### config.mk
export PLATFORM = sky130hd
export DESIGN_NAME = mc_datapath_hs
export DESIGN_NICKNAME = d
export VERILOG_FILES = /design/src/rtl/mc_dp_pkg.sv /design/src/rtl/mc_datapath_hs_mem_seq.sv /design/src/rtl/mc_datapath_hs.sv
export SDC_FILE = /design/constraint.sdc
export NUM_CORES = 1
export LEC_CHECK = 0
export CAP_MARGIN = 0
export CELL_PAD_IN_SITES_DETAIL_PLACEMENT = 0
export CELL_PAD_IN_SITES_GLOBAL_PLACEMENT = 1
export CORE_MARGIN = 2
export CORE_UTILIZATION = 30
export DETAILED_ROUTE_END_ITERATION = 6
export HOLD_SLACK_MARGIN = 0.06
export PLACE_DENSITY = 0.53
export SLEW_MARGIN = 15
export SYNTH_ARGS = -nofsm -noshare
export SYNTH_HDL_FRONTEND = slang
export SYNTH_SLANG_ARGS = --single-unit
### constraint.sdc
create_clock -name clk -period 11.3 [get_ports clk]
set_input_delay 3.39 -clock clk [delete_from_list [all_inputs] [get_ports clk]]
set_output_delay 3.39 -clock clk [all_outputs]
set_load 0.05 [all_outputs]
### src/rtl/mc_dp_pkg.sv
// Shared encodings for the multicycle datapath and its memory sequencer.
package mc_dp_pkg;

    localparam int INSTR_BYTES = 2;

    typedef enum logic [1:0] {
        SRCA_PC    = 2'd0,
        SRCA_OLDPC = 2'd1,
        SRCA_A     = 2'd2,
        SRCA_ZERO  = 2'd3
    } src_a_e;

    typedef enum logic [1:0] {
        SRCB_B     = 2'd0,
        SRCB_IMM   = 2'd1,
        SRCB_INSTR = 2'd2,
        SRCB_ZERO  = 2'd3
    } src_b_e;

    typedef enum logic [1:0] {
        RES_ALUOUT = 2'd0,
        RES_MDR    = 2'd1,
        RES_ALU    = 2'd2,
        RES_IMM    = 2'd3
    } result_e;

    typedef enum logic [2:0] {
        ALU_ADD = 3'd0,
        ALU_SUB = 3'd1,
        ALU_AND = 3'd2,
        ALU_OR  = 3'd3,
        ALU_XOR = 3'd4,
        ALU_SLT = 3'd5,
        ALU_SLL = 3'd6,
        ALU_SRL = 3'd7
    } alu_e;

    // LONG: sext {IR[15],IR[11:0]}; SHORT: sext {IR[15],IR[5:0]};
    // BRANCH: LONG shifted left by one; UPPER: zero-extended IR[11:0].
    typedef enum logic [2:0] {
        IMM_LONG   = 3'd0,
        IMM_SHORT  = 3'd1,
        IMM_BRANCH = 3'd2,
        IMM_UPPER  = 3'd3
    } imm_e;

    typedef enum logic [1:0] {
        SEQ_IDLE = 2'd0,
        SEQ_REQ  = 2'd1,
        SEQ_WAIT = 2'd2
    } seq_state_e;

endpackage

### src/rtl/mc_datapath_hs_mem_seq.sv
// Memory sequencer: launches one request/grant/rvalid access per mem_start
// and owns the registers filled by memory (MDR, IR, OldPC).
//
//   state    | meaning
//   ---------+------------------------------------------------------
//   SEQ_IDLE | no access in flight, mem_start accepted
//   SEQ_REQ  | mem_req high, address/we/wdata held until mem_gnt
//   SEQ_WAIT | read granted, waiting for mem_rvalid
module mc_mem_seq
    import mc_dp_pkg::*;
#(
    parameter int XLEN   = 16,
    parameter int ADDR_W = 16
) (
    input  logic              clk,
    input  logic              rst,
    input  logic              mem_start,
    input  logic              mem_write,
    input  logic              ir_write,
    input  logic [ADDR_W-1:0] addr,
    input  logic [XLEN-1:0]   wdata,
    input  logic [XLEN-1:0]   pc,
    output logic              mem_busy,
    output logic              mem_done,
    output logic              mem_req,
    output logic              mem_we,
    output logic [ADDR_W-1:0] mem_addr,
    output logic [XLEN-1:0]   mem_wdata,
    input  logic              mem_gnt,
    input  logic              mem_rvalid,
    input  logic [XLEN-1:0]   mem_rdata,
    output logic [XLEN-1:0]   mdr,
    output logic [15:0]       ir,
    output logic [XLEN-1:0]   old_pc
);

    seq_state_e state;
    logic       ir_pend;

    assign mem_busy = (state != SEQ_IDLE);

    // Sequencer FSM with registered bus outputs and memory-loaded registers.
    always_ff @(posedge clk) begin
        if (!rst) begin
            state     <= SEQ_IDLE;
            mem_req   <= 1'b0;
            mem_we    <= 1'b0;
            mem_addr  <= '0;
            mem_wdata <= '0;
            mem_done  <= 1'b0;
            ir_pend   <= 1'b0;
            mdr       <= '0;
            ir        <= '0;
            old_pc    <= '0;
        end else begin
            mem_done <= 1'b0;
            unique case (state)
                SEQ_IDLE: begin
                    if (mem_start) begin
                        state     <= SEQ_REQ;
                        mem_req   <= 1'b1;
                        mem_we    <= mem_write;
                        mem_addr  <= addr;
                        mem_wdata <= wdata;
                        ir_pend   <= ir_write;
                        if (ir_write) old_pc <= pc;
                    end
                end
                SEQ_REQ: begin
                    if (mem_gnt) begin
                        mem_req <= 1'b0;
                        if (mem_we) begin
                            state    <= SEQ_IDLE;
                            mem_done <= 1'b1;
                        end else begin
                            state <= SEQ_WAIT;
                        end
                    end
                end
                SEQ_WAIT: begin
                    if (mem_rvalid) begin
                        mdr <= mem_rdata;
                        if (ir_pend) ir <= mem_rdata[15:0];
                        state    <= SEQ_IDLE;
                        mem_done <= 1'b1;
                    end
                end
                default: state <= SEQ_IDLE;
            endcase
        end
    end

endmodule

### src/rtl/mc_datapath_hs.sv
// XLEN-bit multicycle datapath with a handshaked memory port.
module mc_datapath_hs
    import mc_dp_pkg::*;
#(
    parameter int              XLEN     = 16,
    parameter int              ADDR_W   = 16,
    parameter logic [XLEN-1:0] RESET_PC = '0,
    parameter bit              ZERO_REG = 1'b0
) (
    input  logic              clk,
    input  logic              rst,
    input  logic              pc_write,
    input  logic              ir_write,
    input  logic              reg_write,
    input  logic              adr_src,
    input  logic              mem_write,
    input  logic [1:0]        result_src,
    input  logic [1:0]        alu_src_a,
    input  logic [1:0]        alu_src_b,
    input  logic [2:0]        alu_control,
    input  logic [2:0]        imm_src,
    input  logic              mem_start,
    output logic              mem_busy,
    output logic              mem_done,
    output logic              mem_req,
    output logic              mem_we,
    output logic [ADDR_W-1:0] mem_addr,
    output logic [XLEN-1:0]   mem_wdata,
    input  logic              mem_gnt,
    input  logic              mem_rvalid,
    input  logic [XLEN-1:0]   mem_rdata,
    output logic [2:0]        op,
    output logic [2:0]        funct3,
    output logic [1:0]        branch_funct,
    output logic              funct7,
    output logic              zero,
    output logic              less,
    output logic              greater,
    input  logic [2:0]        dbg_sel,
    output logic [XLEN-1:0]   dbg_data
);

    logic [XLEN-1:0] pc, old_pc, mdr, a_reg, b_reg, alu_out;
    logic [15:0]     ir;
    logic [XLEN-1:0] rf [8];
    logic [XLEN-1:0] rd1, rd2, imm_ext, src_a, src_b, alu_result, result;
    logic [12:0]     imm_raw;
    logic [2:0]      rs1, rs2, rd;
    logic [ADDR_W-1:0] seq_addr;

    assign rs1     = ir[5:3];
    assign rs2     = ir[8:6];
    assign rd      = ir[11:9];
    assign imm_raw = {ir[15], ir[11:0]};

    assign op           = ir[14:12];
    assign funct3       = ir[2:0];
    assign branch_funct = ir[11:10];
    assign funct7       = ir[15];

    // Register file reads, with register 0 hard-wired when ZERO_REG is set.
    always_comb begin
        rd1      = rf[rs1];
        rd2      = rf[rs2];
        dbg_data = rf[dbg_sel];
        if (ZERO_REG) begin
            if (rs1 == 3'd0)     rd1      = '0;
            if (rs2 == 3'd0)     rd2      = '0;
            if (dbg_sel == 3'd0) dbg_data = '0;
        end
    end

    // Immediate extension.
    always_comb begin
        imm_ext = {{(XLEN-13){imm_raw[12]}}, imm_raw};
        case (imm_e'(imm_src))
            IMM_SHORT:  imm_ext = {{(XLEN-7){ir[15]}}, ir[15], ir[5:0]};
            IMM_BRANCH: imm_ext = {{(XLEN-14){imm_raw[12]}}, imm_raw, 1'b0};
            IMM_UPPER:  imm_ext = {{(XLEN-12){1'b0}}, ir[11:0]};
            default:    imm_ext = {{(XLEN-13){imm_raw[12]}}, imm_raw};
        endcase
    end

    // Operand muxes, ALU and result mux.
    always_comb begin
        case (src_a_e'(alu_src_a))
            SRCA_PC:    src_a = pc;
            SRCA_OLDPC: src_a = old_pc;
            SRCA_A:     src_a = a_reg;
            default:    src_a = '0;
        endcase
        case (src_b_e'(alu_src_b))
            SRCB_B:     src_b = b_reg;
            SRCB_IMM:   src_b = imm_ext;
            SRCB_INSTR: src_b = XLEN'(INSTR_BYTES);
            default:    src_b = '0;
        endcase
        case (alu_e'(alu_control))
            ALU_ADD: alu_result = src_a + src_b;
            ALU_SUB: alu_result = src_a - src_b;
            ALU_AND: alu_result = src_a & src_b;
            ALU_OR:  alu_result = src_a | src_b;
            ALU_XOR: alu_result = src_a ^ src_b;
            ALU_SLT: alu_result = {{(XLEN-1){1'b0}}, $signed(src_a) < $signed(src_b)};
            ALU_SLL: alu_result = src_a << src_b[4:0];
            default: alu_result = src_a >> src_b[4:0];
        endcase
        case (result_e'(result_src))
            RES_ALUOUT: result = alu_out;
            RES_MDR:    result = mdr;
            RES_ALU:    result = alu_result;
            default:    result = imm_ext;
        endcase
        seq_addr = adr_src ? result[ADDR_W-1:0] : pc[ADDR_W-1:0];
    end

    assign zero    = (alu_result == '0);
    assign less    = alu_result[XLEN-1];
    assign greater = !alu_result[XLEN-1] && (alu_result != '0);

    // PC and the per-cycle operand/result pipeline registers.
    always_ff @(posedge clk) begin
        if (!rst) begin
            pc      <= RESET_PC;
            a_reg   <= '0;
            b_reg   <= '0;
            alu_out <= '0;
        end else begin
            a_reg   <= rd1;
            b_reg   <= rd2;
            alu_out <= alu_result;
            if (pc_write) pc <= result;
        end
    end

    // Register file write port.
    always_ff @(posedge clk) begin
        if (!rst) begin
            for (int i = 0; i < 8; i++) rf[i] <= '0;
        end else if (reg_write && !(ZERO_REG && rd == 3'd0)) begin
            rf[rd] <= result;
        end
    end

    mc_mem_seq #(.XLEN(XLEN), .ADDR_W(ADDR_W)) u_mem_seq (
        .clk        (clk),
        .rst        (rst),
        .mem_start  (mem_start),
        .mem_write  (mem_write),
        .ir_write   (ir_write),
        .addr       (seq_addr),
        .wdata      (b_reg),
        .pc         (pc),
        .mem_busy   (mem_busy),
        .mem_done   (mem_done),
        .mem_req    (mem_req),
        .mem_we     (mem_we),
        .mem_addr   (mem_addr),
        .mem_wdata  (mem_wdata),
        .mem_gnt    (mem_gnt),
        .mem_rvalid (mem_rvalid),
        .mem_rdata  (mem_rdata),
        .mdr        (mdr),
        .ir         (ir),
        .old_pc     (old_pc)
    );

endmodule
==> qor.tcl <==
set qor(hold_violations) 0
set qor(post-route-min-period_ns) 11.07
set qor(routed_wire_length_per_instance_um) 27.43
set qor(grt_setup_unrepaired) {false}
set qor(setup_violations) 0
set qor(synthSimpleGateAreaFrac_pct) 16.23
set qor(final_min_period_over_clock_period_pct) 97.97
set qor(power.net_switching_w) 0.0009180
set qor(clock_tree_from_tritoncts) {done}
set qor(via_count_of_the_first_global_routing_pass) 15330
set qor(cap_violations) 0
set qor(weighted_congestion_reported_at_the_end_of_routability_driven_placement) 0.9437
set qor(cp-start-kind) {input port}
set qor(clock_insertion_delay_worst_skew_ns) 0.57
set qor(crit_start) {imm_src[1]}
set qor(buffer_levels_on_the_longest_clock_path) 3
set qor(hp-class) {register to register}
set qor(synth_enable_flop_cells) 128
set qor(power.switching_fraction_pct) 31.91
set qor(timing.clock.skew_ns) 0.03751
set qor(ys_dominant_reg_cell) {dfxtp_1}
set qor(transition_time_at_the_pin_with_the_least_slew_margin_ns) 1.205
set qor(final_core_utilization_pct) 36.84
set qor(synthesis.nets) 1930
set qor(ys_seq_area_share_pct) 38.52
set qor(cts.root.buffer_cell) {clkbuf_16}
set qor(int_pwr_w) 0.001959
set qor(global_route_congestion_overflow_total) 0
set qor(fp-row-count) 89
set qor(synth_top_family_by_area) {multiplexers}
set qor(syn_inst) 1835
set qor(post_synth_design_cell_area_um2) 17770
set qor(flip_flop_count_of_the_largest_register_after_layout) 128
set qor(average_size_of_a_mapped_cell_um2) 9.686
set qor(buffer_ports.inserted) 104
set qor(clk_sinks) 278
set qor(r2r_setup_slack_ns) 6.27
set qor(route.detailed.drc) 0
set qor(grt_first_pass_wirelength_mm) 109.7
set qor(cts.reportedPaths.clkPinSlew_ns) 0.05
set qor(comb_power_share_pct) 22.6
set qor(ir_worst_vdd_mv) 0.1232
set qor(timing.reg2reg.worst_path_depth) 20
set qor(synth-warning-count) 0
set qor(synth_xor_xnor_area_share_pct) 0.2957
set qor(drt_pass1_iterations) 5
set qor(vias_after_detailed_routing) 15370
set qor(adder_and_majority_gate_portion_of_the_synthesized_area_pct) 3.886
set qor(die_width_um) 247.4
set qor(drive_above_1_share_pct) 20.32
set qor(setup_slack_ns) 0.2294
set qor(detail-route-antenna-nets) 0
set qor(detail_route.iter0.violations) 1421
set qor(r2r_end) {rf[7][10]}
set qor(clock.fmax_mhz) 90.33
set qor(dpl_worst_slack_ns) -0.1951
set qor(yosys-mux-area-fraction_pct) 20.45
set qor(tritoncts.num_buffers) 35
set qor(lkg_pwr_nw) 7.831
set qor(status) {completed}
set qor(async_reset_ff_share_pct) 0
set qor(vias_per_cell) 5.514
set qor(timing_worst_setup_path_type) {input port to output pin}
set qor(dpl.hpwl_mm) 55.91
set qor(num_io_pins) 105
set qor(critPathCaptureType) {output pin}
set qor(floorplan.die.height_um) 247.4
set qor(core_area_um2) 58800
set qor(timing.critical_path.required_ns) 7.91
set qor(power.density_cell_area_nw_per_um2) 132.8
set qor(crit_fanout) 8
set qor(arrival_ns) 7.68
set qor(report.power.total_w) 0.002877
set qor(dieArea_um2) 61210
set qor(grt_max_degree) 75
set qor(slew_headroom_pct) 19.40
set qor(cts_htree_levels) 2
set qor(crit_path_end) {zero}
set qor(ys_ff_latch) 278
set qor(initial_core_utilization_pct) 30.23
set qor(top_register) {rf}
set qor(global_route.usage.total_pct) 24.90
set qor(timing.rr.start) {u_mem_seq.ir[6]}
set qor(synth_compound_gate_area_share_pct) 15.31
set qor(layout.filler_cells) 5956
set qor(area_growth_syn_to_layout_pct) 21.88
set qor(p_clk_share_pct) 37.8
set qor(drt_wl_total_mm) 76.44
set qor(grt_antenna_before_repair) 0
set qor(netlist-cell-type-count) 95
set qor(power_frac_seq_pct) 39.7
set qor(nets) 2085
set qor(slew_violations) 0
power by group through the flow:
| stage | Combinational (W) | Clock (W) | Sequential (W) |
|---|---|---|---|
| after floorplan | 0.000339 | 0 | 0.00119 |
| after global placement | 0.000641 | 0 | 0.00116 |
| after detailed placement | 0.000637 | 0 | 0.00116 |
| after CTS | 0.000642 | 0.00111 | 0.00114 |
| after global routing | 0.000691 | 0.00114 | 0.00115 |
| final | 0.000650 | 0.00109 | 0.00114 |
worst min-delay path by stage:
stage	slack (ns)	cells after the start	end	start
after global placement	0.44	2	u_mem_seq.ir[13]	u_mem_seq.ir[13]
after global routing	0.47	2	u_mem_seq.old_pc[6]	u_mem_seq.old_pc[6]
after detailed placement	0.45	2	u_mem_seq.mem_wdata[2]	u_mem_seq.mem_wdata[2]
after floorplan	0.43	2	u_mem_seq.mem_wdata[0]	b_reg[0]
final	0.45	2	u_mem_seq.mem_wdata[2]	u_mem_seq.mem_wdata[2]
after CTS	0.45	2	u_mem_seq.mem_wdata[2]	u_mem_seq.mem_wdata[2]
kinds of logic (layout without fill, tap and decap cells):
| group | Yosys count | count (layout) |
|---|---|---|
| adder cells (fa/ha/maj) | 54 | 54 |
| AND/OR/NAND/NOR | 635 | 635 |
| buffers and inverters | 221 | 399 |
| other | 0 | 1 |
| XOR/XNOR | 6 | 6 |
| AO/OA/AOI/OAI | 410 | 410 |
| multiplexers | 231 | 231 |
| flip-flops | 278 | 278 |
critical path, stage by stage:
cell and delay, ns:
clkdlybuf4s50_1 0.48, buf_4 0.15, or2b_1 0.25, a21oi_1 0.14
buf_4 0.17, o22a_1 0.16, nand2_1 0.06, a21o_1 0.23
ha_2 0.41, buf_4 0.14, nand2_1 0.05, o21ai_0 0.14
o21ai_1 0.10, buf_4 0.16, o21ai_0 0.19, xor2_1 0.13
a2111oi_2 0.45, nand3_1 0.18, nor4_2 0.17, buf_4 0.18
and3_4 0.19, buf_12 0.13
metrics by stage:
stage / setup TNS, ns / hold WS (ns) / std cells / instance area (um^2)
detailed placement: -0.2994 / 0.4466 / 2722 / 20390
global placement: -0.1308 / 0.4425 / 2722 / 20390
floorplan: 0 / 0.4271 / 1835 / 17790
global route: 0 / 0.4676 / 2786 / 21660
finish: 0 / 0.4497 / 2787 / 21660
CTS: 0 / 0.4532 / 2782 / 21480
layout make-up:
type / count / area, um^2 / share of cell area (%)
Clock inverter: 14 / 118.9 / 0.5487
Antenna cell: 1 / 2.502 / 0.01155
Clock buffer: 46 / 957.2 / 4.419
Sequential cell: 278 / 6850 / 31.62
Inverter: 75 / 296.5 / 1.369
Timing Repair Buffer: 264 / 2300 / 10.62
Multi-Input combinational cell: 1336 / 10170 / 46.95
Tap cell: 773 / 967.2 / 4.465
Yosys cell counts (all sizes together), types with 8 or more instances:
cell / instances / area [um^2]
o2bb2ai: 15 / 131.4
o21a: 13 / 97.59
clkbuf: 91 / 341.6
o221ai: 9 / 85.08
o22ai: 24 / 150.1
dfxtp: 150 / 3003
buf: 55 / 307.8
edfxtp: 128 / 3844
and3: 17 / 106.4
a21o: 18 / 135.1
nor2: 235 / 887.1
mux4: 102 / 2297
a22oi: 9 / 67.56
o31ai: 8 / 60.06
a211oi: 17 / 127.6
mux2: 25 / 285.3
o211ai: 13 / 102.6
nor3: 17 / 90.09
mux2i: 104 / 1052
nand2b: 20 / 132.6
ha: 52 / 650.6
nor2b: 29 / 181.4
o21ai: 74 / 374.1
nand2: 221 / 829.6
nand3b: 12 / 90.09
a31oi: 16 / 106.4
a41oi: 8 / 70.07
inv: 73 / 274.0
nand3: 30 / 150.1
a21oi: 123 / 619.4
layer usage:
layer / wire, um / share of wire [%] / global-route usage (%) / vias to the layer above
li1: - / - / - / 7032
met1: 32250 / 42 / 32.26 / 7735
met2: 37960 / 50 / 43.30 / 487
met3: 3188 / 4.2 / 2.044 / 114
met4: 3032 / 4.0 / 9.176 / 0
met5: 0 / 0 / 0 / -
what timing repair did:
action,in CTS,in global routing
pin swaps,2,7
setup buffers,0,4
hold buffers,0,0
gates resized for setup,5,34
endpoints found under the setup margin,2,2
cells in the final DEF, fill, tap and decap left out, types with 62 or more instances in the layout:
master	instances
a21oi_1	119
buf_4	157
clkdlybuf4s50_1	99
dfxtp_1	147
edfxtp_1	128
inv_1	70
mux2i_1	101
mux4_2	102
nand2_1	221
nor2_1	232
o21ai_0	62
No activity file was read; power rests on OpenSTA's default activity.
==> edit 1 (config.mk and constraints unchanged) <==
The parameter `ZERO_REG` goes from 1'b0 to 1'b1.
--- a/src/rtl/mc_datapath_hs.sv
+++ b/src/rtl/mc_datapath_hs.sv
@@ -5,7 +5,7 @@
     parameter int              XLEN     = 16,
     parameter int              ADDR_W   = 16,
     parameter logic [XLEN-1:0] RESET_PC = '0,
-    parameter bit              ZERO_REG = 1'b0
+    parameter bit              ZERO_REG = 1'b1
 ) (
     input  logic              clk,
     input  logic              rst,
Function: changed (Yosys sat finds a counterexample within 4 cycles, from zero or initial values and one cycle with rst low).
==> edit 1 against the original RTL <==
- sequential share of layout area increased by 0.12 points
- die area decreased by 1.7%
- highest routed layer unchanged
- global-route usage decreased by 0.83 points
- critical path depth decreased by 4
- power decreased by 1.3%
- design area decreased by 0.35%
- setup slack improved by 0.026 ns
- routed wire length decreased by 4.7%
- sequential cell count unchanged
- largest power group is now clock
- area after synthesis decreased by 1.7%
- fmax increased by 0.23%
==> edit 1: results (changes against the original RTL) <==
qor: power.power.ir.vdd_worst 103 uV [-17%]
qor: route.route.met2.wl 35700 um [-6.1%]
qor: synthesis.synth_area_per_cell 9.47 um^2 [-2.2%]
qor: clocking.count_of_instances_resized_after_the_clock_tree_is_built 27 [+22]
qor: placement.dpl.cell_count 2745 [+0.84%]
qor: grt.grt_use_met2 0.420 [-0.0132]
qor: grt.gr-usage-met3 0.0252 [+0.00477]
qor: grt.number_of_global_route_vias_before_repair 15300 [-0.43%]
qor: finish.area_delta_synth_final 23.6%
qor: placement.place.gp.congestion 0.941 [-0.26%]
qor: route.detail_route.first_pass.iterations 6 [+1]
qor: clocking.cts_made_buffers 34 [-2.9%]
qor: synthesis.synth_top_cells_by_count sky130_fd_sc_hd__nor2_1, sky130_fd_sc_hd__nand2_1, sky130_fd_sc_hd__dfxtp_1, sky130_fd_sc_hd__a21oi_1, sky130_fd_sc_hd__edfxtp_1
qor: timing.final_skew 0.0214 ns [-0.0161 ns]
qor: grt.grt_max_degree 74 [-1.3%]
qor: setup_path.r2r.worst_path.cells 16 [-20%]
qor: placement.post-place-ws -0.787 ns [-0.592 ns]
qor: timing.timing.max_slew.rel_slack 0.193 [-0.000623]
qor: route.vias_per_cell 5.37 [-2.5%]
qor: setup_path.critPathArrivalTime 7.65 ns [-0.03 ns]
qor: finish.antennaDiodeCount 0 [-1]
qor: power.leakagePower 7.90 nW [+0.93%]
qor: route.detail_route.wl_per_cell 25.9 um [-5.5%]
qor: status.status finished, final reports clean
qor: grt.track_usage 0.241 [-0.00826]
qor: route.detailroute.wirelength.met3 2920 um [-8.3%]
qor: clocking.post_cts.repair.setup_buffers 2 [+2]
qor: grt.global_route_wire_length_before_repair 106000 um [-3.6%]
==> edit 1: changes by cell type in the layout (fill, tap and decap cells not counted), sizes merged, moves of 12 or more <==
| cell | change |
|---|---|
| nand2 | +14 |
| a21o | -12 |
| a21oi | +24 |
| mux4 | -22 |
| a221oi | +15 |
| and3 | -12 |
| and2 | +12 |
| conb | +16 |
==> edit 1: worst max-delay path: stages <==
cell and delay (ns):
sky130_fd_sc_hd__clkdlybuf4s50_1 0.62, sky130_fd_sc_hd__nor2b_1 0.17, sky130_fd_sc_hd__buf_4 0.13, sky130_fd_sc_hd__a21oi_1 0.06, sky130_fd_sc_hd__buf_4 0.16, sky130_fd_sc_hd__buf_4 0.13, sky130_fd_sc_hd__ha_1 0.22, sky130_fd_sc_hd__fa_1 0.47
sky130_fd_sc_hd__nor2b_1 0.20, sky130_fd_sc_hd__o31a_1 0.19, sky130_fd_sc_hd__o221ai_2 0.17, sky130_fd_sc_hd__o211ai_1 0.30, sky130_fd_sc_hd__a41o_1 0.29, sky130_fd_sc_hd__o2111ai_2 0.24, sky130_fd_sc_hd__nor3_2 0.23, sky130_fd_sc_hd__nand4b_1 0.24
sky130_fd_sc_hd__o21ba_1 0.25, sky130_fd_sc_hd__buf_4 0.19
==> edit 1: cells by family (layout without fill, tap and decap cells) <==
kind of cell	Yosys count	count (layout)	synth area share
other cells	1	16	0.000215
buf+inv	227	414	0.0555
compound gates	423	423	0.162
flops	278	278	0.392
xor+xnor	7	7	0.00351
fa+ha+maj	54	54	0.0395
simple gates	626	626	0.157
mux	228	228	0.191
==> edit 1: where the power goes <==
part / total (mW) / leakage [nW] / internal, mW / switching, mW
logic: 0.554 / 4.79 / 0.193 / 0.362
registers: 1.13 / 2.53 / 1.10 / 0.0310
clock network: 1.16 / 0.579 / 0.708 / 0.448
==> edit 1: worst paths after layout <==
path                                start                      end  slack (ns)
setup / recovery             alu_src_a[0]                  greater        0.26
hold / removal    u_mem_seq.mem_wdata[11]  u_mem_seq.mem_wdata[11]        0.45
setup reg to reg          u_mem_seq.ir[3]   u_mem_seq.mem_addr[13]        6.08
hold reg to reg   u_mem_seq.mem_wdata[11]  u_mem_seq.mem_wdata[11]        0.45
==> edit 1: layout make-up <==
type	count	share of cell area
well taps	765	0.0443
multi-input cells	1354	0.462
clock buffers	52	0.0483
inverters	81	0.0142
repair buffers	271	0.107
flip-flops and latches	278	0.317
clock inverters	10	0.00597
==> edit 1: through the flow <==
stage,cell area [um^2],hold WS [ns],utilization
6_report,21600,0.455,0.375
3_3_place_gp,20100,0.443,0.350
3_5_place_dp,20100,0.447,0.350
2_1_floorplan,17500,0.431,-
5_1_grt,21600,0.475,0.375
4_1_cts,21400,0.455,0.372
==> edit 2 (same flow settings) <==
Made on the original files. Put a register stage on the output `dbg_data`, cleared by the reset. The value now appears one clock later. The other outputs are not delayed to match.
--- a/src/rtl/mc_datapath_hs.sv
+++ b/src/rtl/mc_datapath_hs.sv
@@ -40,6 +40,8 @@
     output logic [XLEN-1:0]   dbg_data
 );
 
+    logic [XLEN-1:0] dbg_data_d;
+
     logic [XLEN-1:0] pc, old_pc, mdr, a_reg, b_reg, alu_out;
     logic [15:0]     ir;
     logic [XLEN-1:0] rf [8];
@@ -62,11 +64,11 @@
     always_comb begin
         rd1      = rf[rs1];
         rd2      = rf[rs2];
-        dbg_data = rf[dbg_sel];
+        dbg_data_d = rf[dbg_sel];
         if (ZERO_REG) begin
             if (rs1 == 3'd0)     rd1      = '0;
             if (rs2 == 3'd0)     rd2      = '0;
-            if (dbg_sel == 3'd0) dbg_data = '0;
+            if (dbg_sel == 3'd0) dbg_data_d = '0;
         end
     end
 
@@ -165,4 +167,12 @@
         .old_pc     (old_pc)
     );
 
+    always_ff @(posedge clk) begin
+        if (!rst) begin
+            dbg_data <= '0;
+        end else begin
+            dbg_data <= dbg_data_d;
+        end
+    end
+
 endmodule
Formal check against the unedited RTL: not equivalent (a bounded check fails within 4 cycles, from zero or initial values and one cycle with rst low).
==> edit 2 against the original RTL <==
- final cell count increased by 3.2%
- design area grew 1.4%
- routed wire length fell by 1.5%
- power shrank 0.58%
- sequential cell count up 16
- setup slack worse by 0.033 ns
- fmax decreased by 0.30%
- area after synthesis up 1.3%
- critical path type unchanged
- largest cell class unchanged
- largest power group unchanged
==> edit 2: results (changes against the original RTL) <==
qor: timing.timing.max_slew.rel_slack 0.220 [+0.0258]
qor: clocking.clock_latency 0.58 ns
qor: placement.place.gp.congestion 0.963 [+2.1%]
qor: grt.initial_antenna_violation_count 0 [unchanged]
qor: synthesis.yosysUniqueCellTypes 97 [+2.1%]
qor: clocking.cts.htree.levels 1 [-1]
qor: grt.global_route_wire_length_before_repair 110000 um [+0.62%]
qor: finish.antennaDiodeCount 0 [-1]
qor: finish.drive_above_1_share 0.199 [-0.00394]
qor: route.detail_route.wl_per_cell 26.2 um [-4.5%]
qor: placement.dpl-instance-area 0.0208 mm^2 [+2.2%]
qor: synthesis.synth_edf_count 128 [unchanged]
qor: placement.detailed_place_hpwl 55000 um [-1.6%]
qor: synthesis.synth-xor-area-share 0.00535 [+0.00240]
qor: synthesis.synth_top_family_by_area multiplexers
qor: synthesis.synth.top_cells.by_area sky130_fd_sc_hd__edfxtp_1, sky130_fd_sc_hd__dfxtp_1, sky130_fd_sc_hd__mux4_2, sky130_fd_sc_hd__mux2i_1, sky130_fd_sc_hd__nand2_1
qor: finish.number_of_flip_flops_in_the_largest_register 128 [unchanged]
qor: synthesis.synth-compound-area-share 0.154 [+0.000726]
qor: finish.final_core_utilization 0.372 [+0.00312]
qor: setup_path.cp_peak_stage_delay 0.53 ns [+0.05 ns]
qor: grt.track_usage 0.239 [-0.00994]
qor: synthesis.synth_adder_area_share 0.0384 [-0.000486]
qor: finish.fillers 6073 [+2.0%]
qor: synthesis.synth_top_cells_by_count sky130_fd_sc_hd__nand2_1, sky130_fd_sc_hd__nor2_1, sky130_fd_sc_hd__a21oi_1, sky130_fd_sc_hd__dfxtp_1, sky130_fd_sc_hd__edfxtp_1
qor: setup_path.critPathArrivalTime 7.71 ns [+0.03 ns]
qor: synthesis.postSynthNetCount 1987 [+3.0%]
qor: placement.post-place-ws -0.208 ns [-0.0132 ns]
qor: grt.number_of_global_route_vias_before_repair 16200 [+5.6%]
qor: route.routed-via-count 15800 [+2.7%]
qor: clocking.cts-root-to-sink-buffers 3 [unchanged]
qor: timing.final_skew 0.0114 ns [-0.0261 ns]
qor: power.power.ir.vdd_worst 115 uV [-6.9%]
qor: synthesis.ys.warnings.count 0 [unchanged]
qor: placement.port_buffers 104 [unchanged]
qor: synthesis.post_synthesis_sequential_area_ratio 0.398 [+0.0130]
qor: grt.grt_max_degree 83 [+11%]
qor: setup_path.highest_net_fanout_along_the_worst_path 7 [-1]
qor: finish.nNetsFinal 2173 [+4.2%]
qor: route.initialDrtViolationCount 1178 [-17%]
qor: finish.top_reg_by_flops rf
qor: synthesis.synth_mux_area_frac 0.190 [-0.0145]
qor: clocking.cts_made_buffers 31 [-11%]
qor: power.leakagePower 8.20 nW [+4.7%]
qor: status.status finished, final reports clean
edit 2: changes by cell type in the layout (fill, tap and decap cells not counted), moves of 8 or more:
cell,change
sky130_fd_sc_hd__a21oi_1,+44
sky130_fd_sc_hd__o2bb2ai_1,-8
sky130_fd_sc_hd__nand2b_1,-9
sky130_fd_sc_hd__inv_1,-9
sky130_fd_sc_hd__mux2_2,-16
sky130_fd_sc_hd__nand2_1,+66
sky130_fd_sc_hd__buf_4,+31
sky130_fd_sc_hd__o21a_1,-10
sky130_fd_sc_hd__dfxtp_1,+15
sky130_fd_sc_hd__mux2i_1,+11
sky130_fd_sc_hd__o21ai_0,-9
sky130_fd_sc_hd__nand3b_1,-9
edit 2: what timing repair did:
item / in CTS / in global routing
buffers inserted: 1 / 2
gates resized for setup: 21 / 25
pin swaps: 5 / 11
hold endpoints to repair: 0 / 0
setup endpoints to repair: 3 / 3
edit 2: through the flow:
stage / cells / hold slack (ns)
floorplan: 1892 / 0.431
detailed placement: 2815 / 0.447
global placement: 2815 / 0.443
finish: 2876 / 0.456
global route: 2876 / 0.476
CTS: 2874 / 0.456
edit 2: worst register-to-register path: cells and delay by family (launching register included):
kind / cells / cell delay (ns)
DFF: 1 / 0.33
adders and majority gates: 1 / 0.39
muxes: 2 / 0.43
AOI/OAI and AO/OA: 7 / 1.90
and+or+nand+nor: 4 / 0.87
buffers and inverters: 3 / 1.14
edit 2: layout make-up:
cell class	instances	share of cell area
multi-input cells	1388	0.460
flip-flops and latches	294	0.326
repair buffers	295	0.115
well taps	773	0.0440
clock buffers	47	0.0390
inverters	68	0.0124
clock inverters	11	0.00308
edit 2: cells by family (layout without fill, tap and decap cells):
logic type / Yosys count / in the layout
AO/OA/AOI/OAI: 422 / 422
flip-flops: 294 / 294
multiplexers: 219 / 219
AND/OR/NAND/NOR: 682 / 682
adder cells (fa/ha/maj): 54 / 54
buffers and inverters: 210 / 421
XOR/XNOR: 11 / 11
edit 2: metal layers:
metal  global-route usage  part of all wire  up-vias
li1                     -                 -     7261
met1                0.311              0.43     7939
met5                    0                 0        -
met4               0.0821             0.037        0
met2                0.418              0.49      467
met3               0.0195             0.041      121
edit 2: final timing paths:
| path | startpoint | to | slack (ns) | cells past startpoint |
|---|---|---|---|---|
| worst max-delay path | alu_src_a[1] | zero | 0.20 | 19 |
| worst min register to register | u_mem_seq.old_pc[6] | u_mem_seq.old_pc[6] | 0.46 | 2 |
| worst min-delay path | u_mem_seq.old_pc[6] | u_mem_seq.old_pc[6] | 0.46 | 2 |
| worst max register to register | u_mem_seq.ir[8] | rf[5][15] | 6.00 | 17 |
edit 2: where the power goes:
group	internal, mW	switching (mW)
Combinational	0.252	0.435
Clock	0.523	0.439
Sequential	1.17	0.0440
